`src/rtl/data_sync_gen.sv`:
```
// data_sync_gen: carries a data bus and its level enable from a foreign
// clock domain into CLK. The enable is resynchronised through a flop chain,
// edge-detected into a single-cycle pulse, and that pulse captures the bus,
// starts a stretched strobe and flags transfers that arrive too early.
module data_sync_gen #(
   parameter int BUS_WIDTH  = 8,
   parameter int NUM_STAGES = 2,
   parameter int EDGE_MODE  = 0,
   parameter int PULSE_LEN  = 1
) (
   input  logic                 CLK,
   input  logic                 RST,
   input  logic                 bus_enable,
   input  logic [BUS_WIDTH-1:0] unsync_bus,
   input  logic                 clr_err,
   output logic                 pulse,
   output logic                 enable_pulse,
   output logic [BUS_WIDTH-1:0] sync_bus,
   output logic                 overrun
);

   localparam int CW = $clog2(PULSE_LEN + 1);

   logic [NUM_STAGES-1:0] r_sync;
   logic                  r_prev;
   logic [CW-1:0]         r_cnt;
   logic                  r_en;
   logic [BUS_WIDTH-1:0]  r_bus;
   logic                  r_ovr;

   logic                  w_sync_en;
   logic                  w_pulse;
   logic [CW-1:0]         w_cnt_next;
   logic                  w_retrig_early;

   assign w_sync_en = r_sync[NUM_STAGES-1];

   // Selected edge of the synchronised enable; unknown modes fall back to rising.
   generate
      if (EDGE_MODE == 1) begin : g_fall
         assign w_pulse = ~w_sync_en & r_prev;
      end else if (EDGE_MODE == 2) begin : g_both
         assign w_pulse = w_sync_en ^ r_prev;
      end else begin : g_rise
         assign w_pulse = w_sync_en & ~r_prev;
      end
   endgenerate

   // A pulse reloads the stretch counter; otherwise it runs down to zero.
   always_comb begin
      w_cnt_next = r_cnt;
      if (w_pulse) begin
         w_cnt_next = CW'(PULSE_LEN);
      end else if (r_cnt != '0) begin
         w_cnt_next = r_cnt - CW'(1);
      end
   end

   // Retrigger is only an error while more than the final strobe cycle remains.
   assign w_retrig_early = w_pulse && (r_cnt > CW'(1));

   // Synchroniser chain plus one cycle of edge history.
   always_ff @(posedge CLK or negedge RST) begin
      if (!RST) begin
         r_sync <= '0;
         r_prev <= 1'b0;
      end else begin
         r_sync <= {r_sync[NUM_STAGES-2:0], bus_enable};
         r_prev <= w_sync_en;
      end
   end

   // Stretch counter and the registered strobe derived from its next value.
   always_ff @(posedge CLK or negedge RST) begin
      if (!RST) begin
         r_cnt <= '0;
         r_en  <= 1'b0;
      end else begin
         r_cnt <= w_cnt_next;
         r_en  <= (w_cnt_next != '0);
      end
   end

   // Capture the foreign bus on each detected edge, hold otherwise.
   always_ff @(posedge CLK or negedge RST) begin
      if (!RST) begin
         r_bus <= '0;
      end else if (w_pulse) begin
         r_bus <= unsync_bus;
      end
   end

   // Sticky overrun; a set in the same cycle as a clear takes priority.
   always_ff @(posedge CLK or negedge RST) begin
      if (!RST) begin
         r_ovr <= 1'b0;
      end else if (w_retrig_early) begin
         r_ovr <= 1'b1;
      end else if (clr_err) begin
         r_ovr <= 1'b0;
      end
   end

   assign pulse        = w_pulse;
   assign enable_pulse = r_en;
   assign sync_bus     = r_bus;
   assign overrun      = r_ovr;

endmodule
```
`config.mk`:
```
export PLATFORM = sky130hd
export DESIGN_NAME = data_sync_gen
export DESIGN_NICKNAME = d
export VERILOG_FILES = /design/src/rtl/data_sync_gen.sv
export SDC_FILE = /design/constraint.sdc
export NUM_CORES = 1
export LEC_CHECK = 0
export BUFFER_PORTS_ARGS = -buffer_cell sky130_fd_sc_hd__buf_2
export CELL_PAD_IN_SITES_DETAIL_PLACEMENT = 0
export CELL_PAD_IN_SITES_GLOBAL_PLACEMENT = 1
export CORE_MARGIN = 5
export CORE_UTILIZATION = 33
export CTS_CLUSTER_SIZE = 40
export DETAILED_ROUTE_END_ITERATION = 16
export GPL_TIMING_DRIVEN = 0
export PLACE_DENSITY = 0.77
export REMOVE_ABC_BUFFERS = 1
export SLEW_MARGIN = 0
export SYNTH_ARGS = -nofsm -noshare
export SYNTH_HDL_FRONTEND = slang
export SYNTH_SLANG_ARGS = --single-unit
```
`constraint.sdc`:
```
create_clock -name CLK -period 1.4 [get_ports CLK]
set_input_delay 0.07 -clock CLK [delete_from_list [all_inputs] [get_ports CLK]]
set_output_delay 0.07 -clock CLK [all_outputs]
set_load 0.05 [all_outputs]
```
**Word level (Yosys, flattened, before mapping)**

Index checks and enable logic that the tools add are counted.

- Reductions and logical operators: 2
- Bitwise logic cells: 2
- Magnitude comparators: 1
- Multiplexer cells: 4
- Add/subtract/negate cells: 1

Operators with widths:

| operator | number |
|---|---|
| 2-to-1 mux 1 bit | 4 |
| nonzero test 2 bit | 1 |
| AND 1 bit | 1 |
| > comparator 1 bit, second input constant | 1 |
| logical AND 1 bit | 1 |
| inverter 1 bit | 1 |
| subtractor 1 bit, second input constant | 1 |

- Output and inout bits: 11
- Bits of input ports: 12
- Flip-flop bits (word level): 13
- Logic and storage cells: 15

**Logic depth before layout (Yosys ltp)**

Gate-level depths: netlist (run 1).

- Depth after elaboration: 4
- Mapped depth: 3
- Gate-level depth less buffers: 2

**Worst setup path after synthesis (run 1)**

No wires, ideal clock.

- Path type: flip-flop to flip-flop
- Start point: register r_prev
- End point: register r_bus[0], in the netlist sync_bus[0]
- Setup time: 125 ps
- Buffers on the path: 1
- Period minus slack after synthesis: 1095 ps
- Cell stages (with the launch flop): 4
- Path slack: 305 ps
- Arrival: 970 ps
- Required time: 1275 ps
- Path through: dfrtp_1 nor2b_4 buf_12 mux2_4

- Cells in the longest elaborated chain, start to end: 2

Ends and longest elaborated chain:

| item | line | text |
|---|---|---|
| start, declared | 25 | `logic r_prev;` |
| start signal, assigned | 69 | `r_prev <= w_sync_en;` |
| inverter 1 bit | 45 | `assign w_pulse = w_sync_en & ~r_prev;` |
| AND 1 bit | 45 |  |
| named net pulse | 16 | `output logic pulse,` |
| end signal, assigned | 89 | `r_bus <= unsync_bus;` |
| end, declared | 28 | `logic [BUS_WIDTH-1:0] r_bus;` |

The timed path passes the listed nets, and every way through them passes these cells.
A chain may end at the register's enable or synchronous reset.

**Worst setup path after layout (run 1)**

- Start point: register r_prev
- End point: register r_bus[2], in the netlist sync_bus[2]

- Cells in the longest elaborated chain, start to end: 2

Ends and longest elaborated chain:

| item | line |
|---|---|
| inverter 1 bit | 45 |
| AND 1 bit | 45 |

No other way between the ends.

==> summary.md, run 1 <==
| Metric | Value |
|---|---|
| Largest net degree at the start of global routing | 13 |
| Leak pwr | 0.320 nW |
| Die area | 2260 sq um |
| Mapped Cells | 24 |
| I/O Pins | 23 |
| Synth area leaders | dfrtp_1 (65%), mux2_4 (26%), buf_12 (4.3%), nor2b_4 (3.0%), buf_4 (1.6%) |
| PortBufs | 20 |
| Total Routed Length | 766 um |
| Avg Inst Size Synth | 19.4 sq um |
| H-tree levels | 1 |
| Clock root buffer | clkbuf_4 |
| Core Util, Final | 0.461 |
| Cell accounting for the most synthesized area | dfrtp_1 |
| Number of distinct library cells after synthesis | 6 |
| First-pass GRT wire length | 1.16 mm |
| Sink Count | 12 |
| GRT Total Usage | 0.0757 |
| Setup Skew | 0.00225 ns |
| RD Place Congestion | 0.616 |
| Yosys reg bits | 12 |
| Tcrit/Tclk final | 0.826 |
| EDFF count, synth | 0 |
| Synth Cell Area | 465 sq um |
| Critical path required time | 1.55 ns |
| Core Region | 1320 sq um |
| Worst Setup End Kind | register |
| Starting DRT DRC Count | 9 |
| Crit path DAT | 1.31 ns |
| CP Cell Sequence | nor2b_4 -> buf_4 -> mux2_4 |
| Critical path class | register to register |
| Die Y | 47.6 um |
| # diodes | 0 |
| Highest-delay cell along the critical path | dfrtp_1 |
| Most frequent cell after synthesis | dfrtp_1 |
| Hold Path Class | input port to register |
| Async set-reset flop share out of synthesis | 1.00 |
| Residual DRC count | 0 |
| Num rows | 13 |
| Post-Place Cells | 57 |
| Final #Nets | 62 |
| Wire per inst | 12.2 um |
| Crit path max fanout | 9 |
| Clock Tree Buf Depth | 2 |
| Setup violations, final | 0 |
| Fin crit period | 1.16 ns |
| Fmax achieved | 0.865 GHz |
| CTS tree | built |
| Finished Layout Cells | 63 |
| Synth cell count leaders | dfrtp_1 (12), mux2_4 (8) |
| Slowest stage delay, CP | 0.40 ns |
| Cell Pwr Density | 1450 nW/um^2 |
| Peak supply drop | 0.613 mV |
| Status | finished, final reports clean |
| RSZ-0062 raised after global routing | no |
| Startpoint types | register |
| Skew-Pair Late Insertion Delay | 0.26 ns |
| P&R area growth vs syn | 30.4% |
| Maxcap violations | 0 |
| Vias in the first global route | 278 |
| Vias | 269 |
| Die width | 47.6 um |
| Yosys warnings | 0 |
| Total Neg Setup Slack | 0 ns |
| Slew Viols, Final | 0 |
| Initial DRT Pass Iterations | 3 |
| Initial antenna violation count | 0 |
| Sequential-to-total area share from yosys stat | 0.645 |
| Predominant post-synthesis flop cell | dfrtp_1 |
| Share of the synthesized area in the top cell type | 0.645 |
| Total gr overflow | 0 |
| Initial cell density of the core | 0.353 |
| ANT nets after route | 0 |
| Number of vias per cell | 4.27 |
| Layout cells sized above 1 | 0.688 |
| Final Hold Fails | 0 |
| Clock-pin slew on the worst setup and hold paths | 0.07 ns |
| TritonCTS buffer count | 3 |
[cell usage in the layout (no fill, tap or decap)]
cell type,count
dfrtp_1,12
dlygate4sd3_1,2
buf_2,20
clkbuf_4,3
nor2b_4,1
mux2_4,8
conb_1,1
buf_4,1
[cell families (layout without fill, tap and decap cells)]
group	after synthesis	after routing	synth area share
buffers and inverters	2	26	0.0591
flip-flops	12	12	0.645
other	1	1	0.00806
AND/OR/NAND/NOR	1	1	0.0296
multiplexers	8	8	0.258
[metrics by stage]
step / worst slack [ns] / hold WS (ns) / total power [mW] / instance area (sq um)
finish: 0.244 / 0.0302 / 0.880 / 607
CTS: 0.241 / 0.0318 / 0.885 / 607
global route: 0.205 / 0.0272 / 0.918 / 607
global placement: 0.219 / -0.0463 / 0.675 / 557
floorplan: 0.0824 / -0.226 / 0.612 / 438
detailed placement: 0.218 / -0.0446 / 0.677 / 557
[registers in the layout (all words and copies together) (netlist names)]
signal,flops
enable_pulse,1
r_prev,1
r_sync,2
sync_bus,8
[metal layers]
layer | up-vias | global-route usage | wire length, um
met5 | - | 0 | 0
met4 | 0 | 0.0484 | 0
met3 | 0 | 0.0226 | 97
met2 | 15 | 0.0963 | 299
met1 | 127 | 0.110 | 368
li1 | 127 | - | -
[worst max-delay path, delay by kind of cell (launching register included)]
kind | cells | cell delay, ns
buf+inv | 1 | 0.21
flops | 1 | 0.40
mux | 1 | 0.31
simple gates | 1 | 0.12
[path summary, 6_finish.rpt]
| kind | from | slack [ns] | depth (start not counted) | end |
|---|---|---|---|---|
| max | r_prev | 0.24 | 3 | sync_bus[2] |
| min | unsync_bus[3] | 0.03 | 2 | sync_bus[3] |
| max reg2reg | r_prev | 0.24 | 3 | sync_bus[2] |
| min reg2reg | r_sync[0] | 0.35 | 0 | r_sync[1] |
| max in group asynchronous | RST | 1.00 | 2 | sync_bus[1] |
| min in group asynchronous | RST | 0.20 | 2 | r_sync[1] |
[area by class of cell]
class	count	area, sq um
repair buffers	23	128
multi-input cells	10	138
well taps	15	18.8
clock buffers	3	22.5
flip-flops and latches	12	300
fillers	119	711
[power breakdown]
group	switching [mW]	internal [mW]	total [mW]
logic	0.180	0.0899	0.269
clock network	0.106	0.0993	0.205
registers	0.0192	0.386	0.405
[timing repair]
action | 4_1_cts | 5_1_grt
setup buffers | 1 | 0
hold buffers | 2 | 0
gates resized for setup | 0 | 0
endpoints found under the hold margin | 13 | 0
setup endpoints to repair | 1 | 0
No activity file was read; power rests on OpenSTA's default activity.
==> run 2: changes to the inputs <==
==> constraint.sdc (replaced) <==
create_clock -name CLK -period 1.1 [get_ports CLK]
set_input_delay 0.055 -clock CLK [delete_from_list [all_inputs] [get_ports CLK]]
set_output_delay 0.055 -clock CLK [all_outputs]
set_load 0.05 [all_outputs]
==> summary.md, run 2 (synthesis gave the netlist of run 1 again) <==
| Metric | Value |
|---|---|
| Finished Cell Area | 621 sq um |
| First-pass GRT wire length | 1.19 mm |
| Skew-Pair Late Insertion Delay | 0.27 ns |
| GRT Total Usage | 0.0773 |
| Crit path DAT | 1.27 ns |
| Tcrit/Tclk final | 1.02 |
| Total Neg Setup Slack | -0.117 ns |
| Area of the multi-input gates | 138 sq um |
| Core Util, Final | 0.471 |
| Leak pwr | 0.326 nW |
| Vias | 268 |
| Fin crit period | 1.12 ns |
| Placement Setup Slack | -0.0815 ns |
| Hold Path Stages | 2 |
| Layout cells sized above 1 | 0.694 |
| Total gr overflow | 0 |
| P&R area growth vs syn | 33.3% |
| RSZ-0062 raised after global routing | yes |
| Starting DRT DRC Count | 7 |
| Slew Viols, Final | 0 |
| Placed Area | 557 sq um |
| Reg power frac | 0.458 |
| Initial DRT Pass Iterations | 2 |
| Failing checks | negative setup slack |
| Total Routed Length | 789 um |
| Die area | 2260 sq um |
| Die width | 47.6 um |
| Critical path class | register to register |
| Critical path required time | 1.25 ns |
| Most frequent cells in the layout | buf_2 (19), dfrtp_1 (12), mux2_4 (8), clkbuf_4 (3) |
| I/O Pins | 23 |
| Largest register FFs | 8 |
| CTS tree | built |
| # diodes | 0 |
| Power share of the clock group | 0.233 |
| Post-Place Cells | 57 |
| Initial cell density of the core | 0.353 |
| WP depth | 3 |
| Total power | 1.13 mW |
| Setup Skew | 0.00465 ns |
| Clock Tree Buf Depth | 2 |
| Final WS setup | -0.0171 ns |
| Sink Count | 12 |
| Finished Layout Cells | 64 |
| Final #Nets | 63 |
| Num rows | 13 |
| Die Y | 47.6 um |
| Status | complete, but fails checks |
| Crit path max fanout | 6 |
| Highest-delay cell along the critical path | dfrtp_1 |
| WHS | 0.0125 ns |
| Commonest non-fill, non-tap cell in the layout | buf_2 |
| Startpoint types | register |
| Register area | 300 sq um |
| CP bufs+invs | 1 |
| RD Place Congestion | 0.616 |
| Clock root buffer | clkbuf_4 |
| Cell Pwr Density | 1820 nW/um^2 |
| Switching share of total power | 0.346 |
| Hold Path Class | input port to register |
| CP Cell Sequence | nor2b_4 -> buf_6 -> mux2_4 |
| Sw Pwr | 0.391 mW |
| Wire per inst | 12.3 um |
| Setup violations, final | 8 |
| Worst Setup End Kind | register |
| Residual DRC count | 0 |
| PortBufs | 20 |
| Core Region | 1320 sq um |
| Number of vias per cell | 4.19 |
| Slowest stage delay, CP | 0.40 ns |
| Largest delay share family, worst path | flip-flops |
| Maxcap violations | 0 |
| Fill count | 118 |
| Int Pwr | 0.737 mW |
| Final Hold Fails | 0 |
| Fmax achieved | 0.895 GHz |
| Initial antenna violation count | 0 |
| Vias in the first global route | 288 |
| H-tree levels | 1 |
| Largest net degree at the start of global routing | 13 |
| ANT nets after route | 0 |
| Reg2Reg Depth | 3 |
| Comb power frac | 0.309 |
| Clock-pin slew on the worst setup and hold paths | 0.07 ns |
| TritonCTS buffer count | 3 |
| Peak supply drop | 0.780 mV |
## run 2: worst reg2reg max path, cell delays in order (launching register included)
cell and delay, ns:
dfrtp_1 0.40, nor2b_4 0.15, buf_6 0.15, mux2_4 0.30
## run 2: timing repair
item | in CTS | in global routing
hold endpoints to repair | 13 | 0
gates resized for setup | 0 | 3
cloned | 0 | 0
endpoints found under the setup margin | 9 | 9
buffers inserted | 2 | 0
hold buffers | 2 | 0
## run 2: power by group through the flow
| stage | clock [mW] | combinational, mW | sequential, mW |
|---|---|---|---|
| 3_3_place_gp | 0 | 0.337 | 0.523 |
| 6_report | 0.263 | 0.349 | 0.516 |
| 2_1_floorplan | 0 | 0.0920 | 0.686 |
| 5_1_grt | 0.288 | 0.364 | 0.523 |
| 3_5_place_dp | 0 | 0.339 | 0.523 |
| 4_1_cts | 0.262 | 0.350 | 0.517 |
## run 2: final cells by class
type | count | area share
multi-input cells | 10 | 0.222
repair buffers | 24 | 0.228
flip-flops and latches | 12 | 0.484
well taps | 15 | 0.0302
clock buffers | 3 | 0.0363
## run 2: path summary, 6_finish.rpt
kind / start / to / slack, ns
setup / recovery: r_prev / sync_bus[2] / -0.02
hold / removal: unsync_bus[3] / sync_bus[3] / 0.01
setup reg to reg: r_prev / sync_bus[2] / -0.02
hold reg to reg: r_sync[0] / r_sync[1] / 0.35
max in group asynchronous: RST / sync_bus[1] / 0.71
min in group asynchronous: RST / r_prev / 0.18
## run 2: routing by layer
| layer | track usage | routed length, um | vias to the layer above |
|---|---|---|---|
| met3 | 0.0226 | 98 | 0 |
| met1 | 0.110 | 385 | 123 |
| met5 | 0 | 0 | - |
| li1 | - | - | 130 |
| met4 | 0.0484 | 0 | 0 |
| met2 | 0.102 | 306 | 15 |
==> run 3: changes to the inputs <==
--- a/config.mk
+++ b/config.mk
@@ -14,8 +14,10 @@
 export DETAILED_ROUTE_END_ITERATION = 16
 export GPL_TIMING_DRIVEN = 0
 export PLACE_DENSITY = 0.77
+export RECOVER_POWER = 50
 export REMOVE_ABC_BUFFERS = 1
 export SLEW_MARGIN = 0
 export SYNTH_ARGS = -nofsm -noshare
 export SYNTH_HDL_FRONTEND = slang
 export SYNTH_SLANG_ARGS = --single-unit
+export TNS_END_PERCENT = 30
==> summary.md, run 3 (synthesis gave the netlist of run 1 again) <==
| Metric | Value |
|---|---|
| Status | complete, but fails checks |
| Failing checks | negative setup slack |
| Worst hold path startpoint | unsync_bus[3] |
| Vias in the first global route | 288 |
| CTS tree | built |
| TritonCTS buffer count | 3 |
| Crit path DAT | 1.27 ns |
| Die area | 2260 sq um |
| Worst Setup End Kind | register |
| Slew Viols, Final | 0 |
| Initial cell density of the core | 0.353 |
| Clock Tree Buf Depth | 2 |
| Largest net degree at the start of global routing | 13 |
| RD Place Congestion | 0.616 |
| Cell Pwr Density | 1820 nW/um^2 |
| Final WS setup | -0.0172 ns |
| Clock root buffer | clkbuf_4 |
| Slew HR | 0.601 |
| Initial DRT Pass Iterations | 2 |
| Number of vias per cell | 4.22 |
| PortBufs | 20 |
| Skew-Pair Late Insertion Delay | 0.27 ns |
| Setup violations, final | 8 |
| Finished Cell Area | 619 sq um |
| Register area | 300 sq um |
| Hold Path Stages | 2 |
| Placed Area | 557 sq um |
| Starting DRT DRC Count | 7 |
| Peak supply drop | 0.780 mV |
| Final #Nets | 63 |
| WHS | 0.0124 ns |
| Initial antenna violation count | 0 |
| Reg2reg setup slack | -0.02 ns |
| Setup Skew | 0.00474 ns |
| Num rows | 13 |
| Most frequent cells in the layout | buf_2 (18), dfrtp_1 (12), mux2_4 (8), clkbuf_4 (3) |
| Sink Count | 12 |
| Leak pwr | 0.324 nW |
| Fin crit period | 1.12 ns |
| Critical path class | register to register |
| Core Region | 1320 sq um |
| Clock-pin slew on the worst setup and hold paths | 0.07 ns |
| Critical path required time | 1.25 ns |
| Maxcap violations | 0 |
| RSZ-0062 raised after global routing | yes |
| Origin of the critical flop-to-flop path | r_prev |
| ANT nets after route | 0 |
| Die width | 47.6 um |
| Layout cells sized above 1 | 0.673 |
| Commonest non-fill, non-tap cell in the layout | buf_2 |
| Reg2Reg Depth | 3 |
| Final Hold Fails | 0 |
| Startpoint types | register |
| Tcrit/Tclk final | 1.02 |
| Vias | 270 |
| Largest register FFs | 8 |
| I/O Pins | 23 |
| Fmax achieved | 0.895 GHz |
| Total gr overflow | 0 |
| Residual DRC count | 0 |
| Crit path max fanout | 6 |
| Die Y | 47.6 um |
| Fill count | 119 |
| Worst slew pin tran | 0.598 ns |
| Total Routed Length | 786 um |
| GRT Total Usage | 0.0773 |
| First-pass GRT wire length | 1.19 mm |
| P&R area growth vs syn | 33.1% |
| Area of the multi-input gates | 138 sq um |
| Min-Delay Endpoint | sync_bus[3] |
| Hold Path Class | input port to register |
| Wire per inst | 12.3 um |
| H-tree levels | 1 |
| # diodes | 0 |
| Worst r2r dst | sync_bus[2] |
## run 3: layout make-up
type,count,area share
tap,15,0.0303
timing repair buffer,24,0.226
multi-input combinational,10,0.222
clock buffer,3,0.0364
sequential,12,0.485
## run 3: routing by layer
metal | global-route usage | part of all wire | vias to the layer above
met5 | 0 | 0 | -
met1 | 0.110 | 0.48 | 125
met3 | 0.0226 | 0.12 | 0
met2 | 0.102 | 0.39 | 15
li1 | - | - | 130
met4 | 0.0484 | 0 | 0
## run 3: timing repair
| item | 4_1_cts | 5_1_grt |
|---|---|---|
| hold buffers | 2 | 0 |
| hold endpoints to repair | 13 | 0 |
| endpoints found under the setup margin | 9 | 9 |
| gates resized for setup | 0 | 3 |
| buffers inserted | 2 | 0 |
## run 3: where the power goes
group | internal, mW | switching (mW)
registers | 0.492 | 0.0245
clock network | 0.126 | 0.136
logic | 0.118 | 0.230
total | 0.736 | 0.391
## run 3: how the worst max path moves through the flow
stage / cells after the start / slack, ns / start / endpoint
global route: 3 / -0.05 / r_prev / sync_bus[0]
finish: 3 / -0.02 / r_prev / sync_bus[2]
global placement: 2 / -0.08 / r_prev / sync_bus[4]
floorplan: 2 / -0.22 / r_prev / sync_bus[0]
detailed placement: 2 / -0.08 / r_prev / sync_bus[6]
CTS: 2 / -0.03 / r_prev / pulse
## run 3: critical path: stages, from the launching register on
cell,delay [ns]
dfrtp_1,0.40
nor2b_4,0.15
buf_6,0.15
mux2_4,0.30
## run 3: through the flow
step | worst slack (ns) | setup TNS [ns] | power (mW) | utilization | std cells
after floorplan | -0.218 | -1.74 | 0.778 | - | 22
after global placement | -0.0807 | -0.630 | 0.860 | 0.423 | 57
after detailed placement | -0.0815 | -0.626 | 0.862 | 0.423 | 57
after CTS | -0.0322 | -0.163 | 1.13 | 0.466 | 64
after global routing | -0.0493 | -0.355 | 1.17 | 0.470 | 64
final | -0.0172 | -0.118 | 1.13 | 0.470 | 64
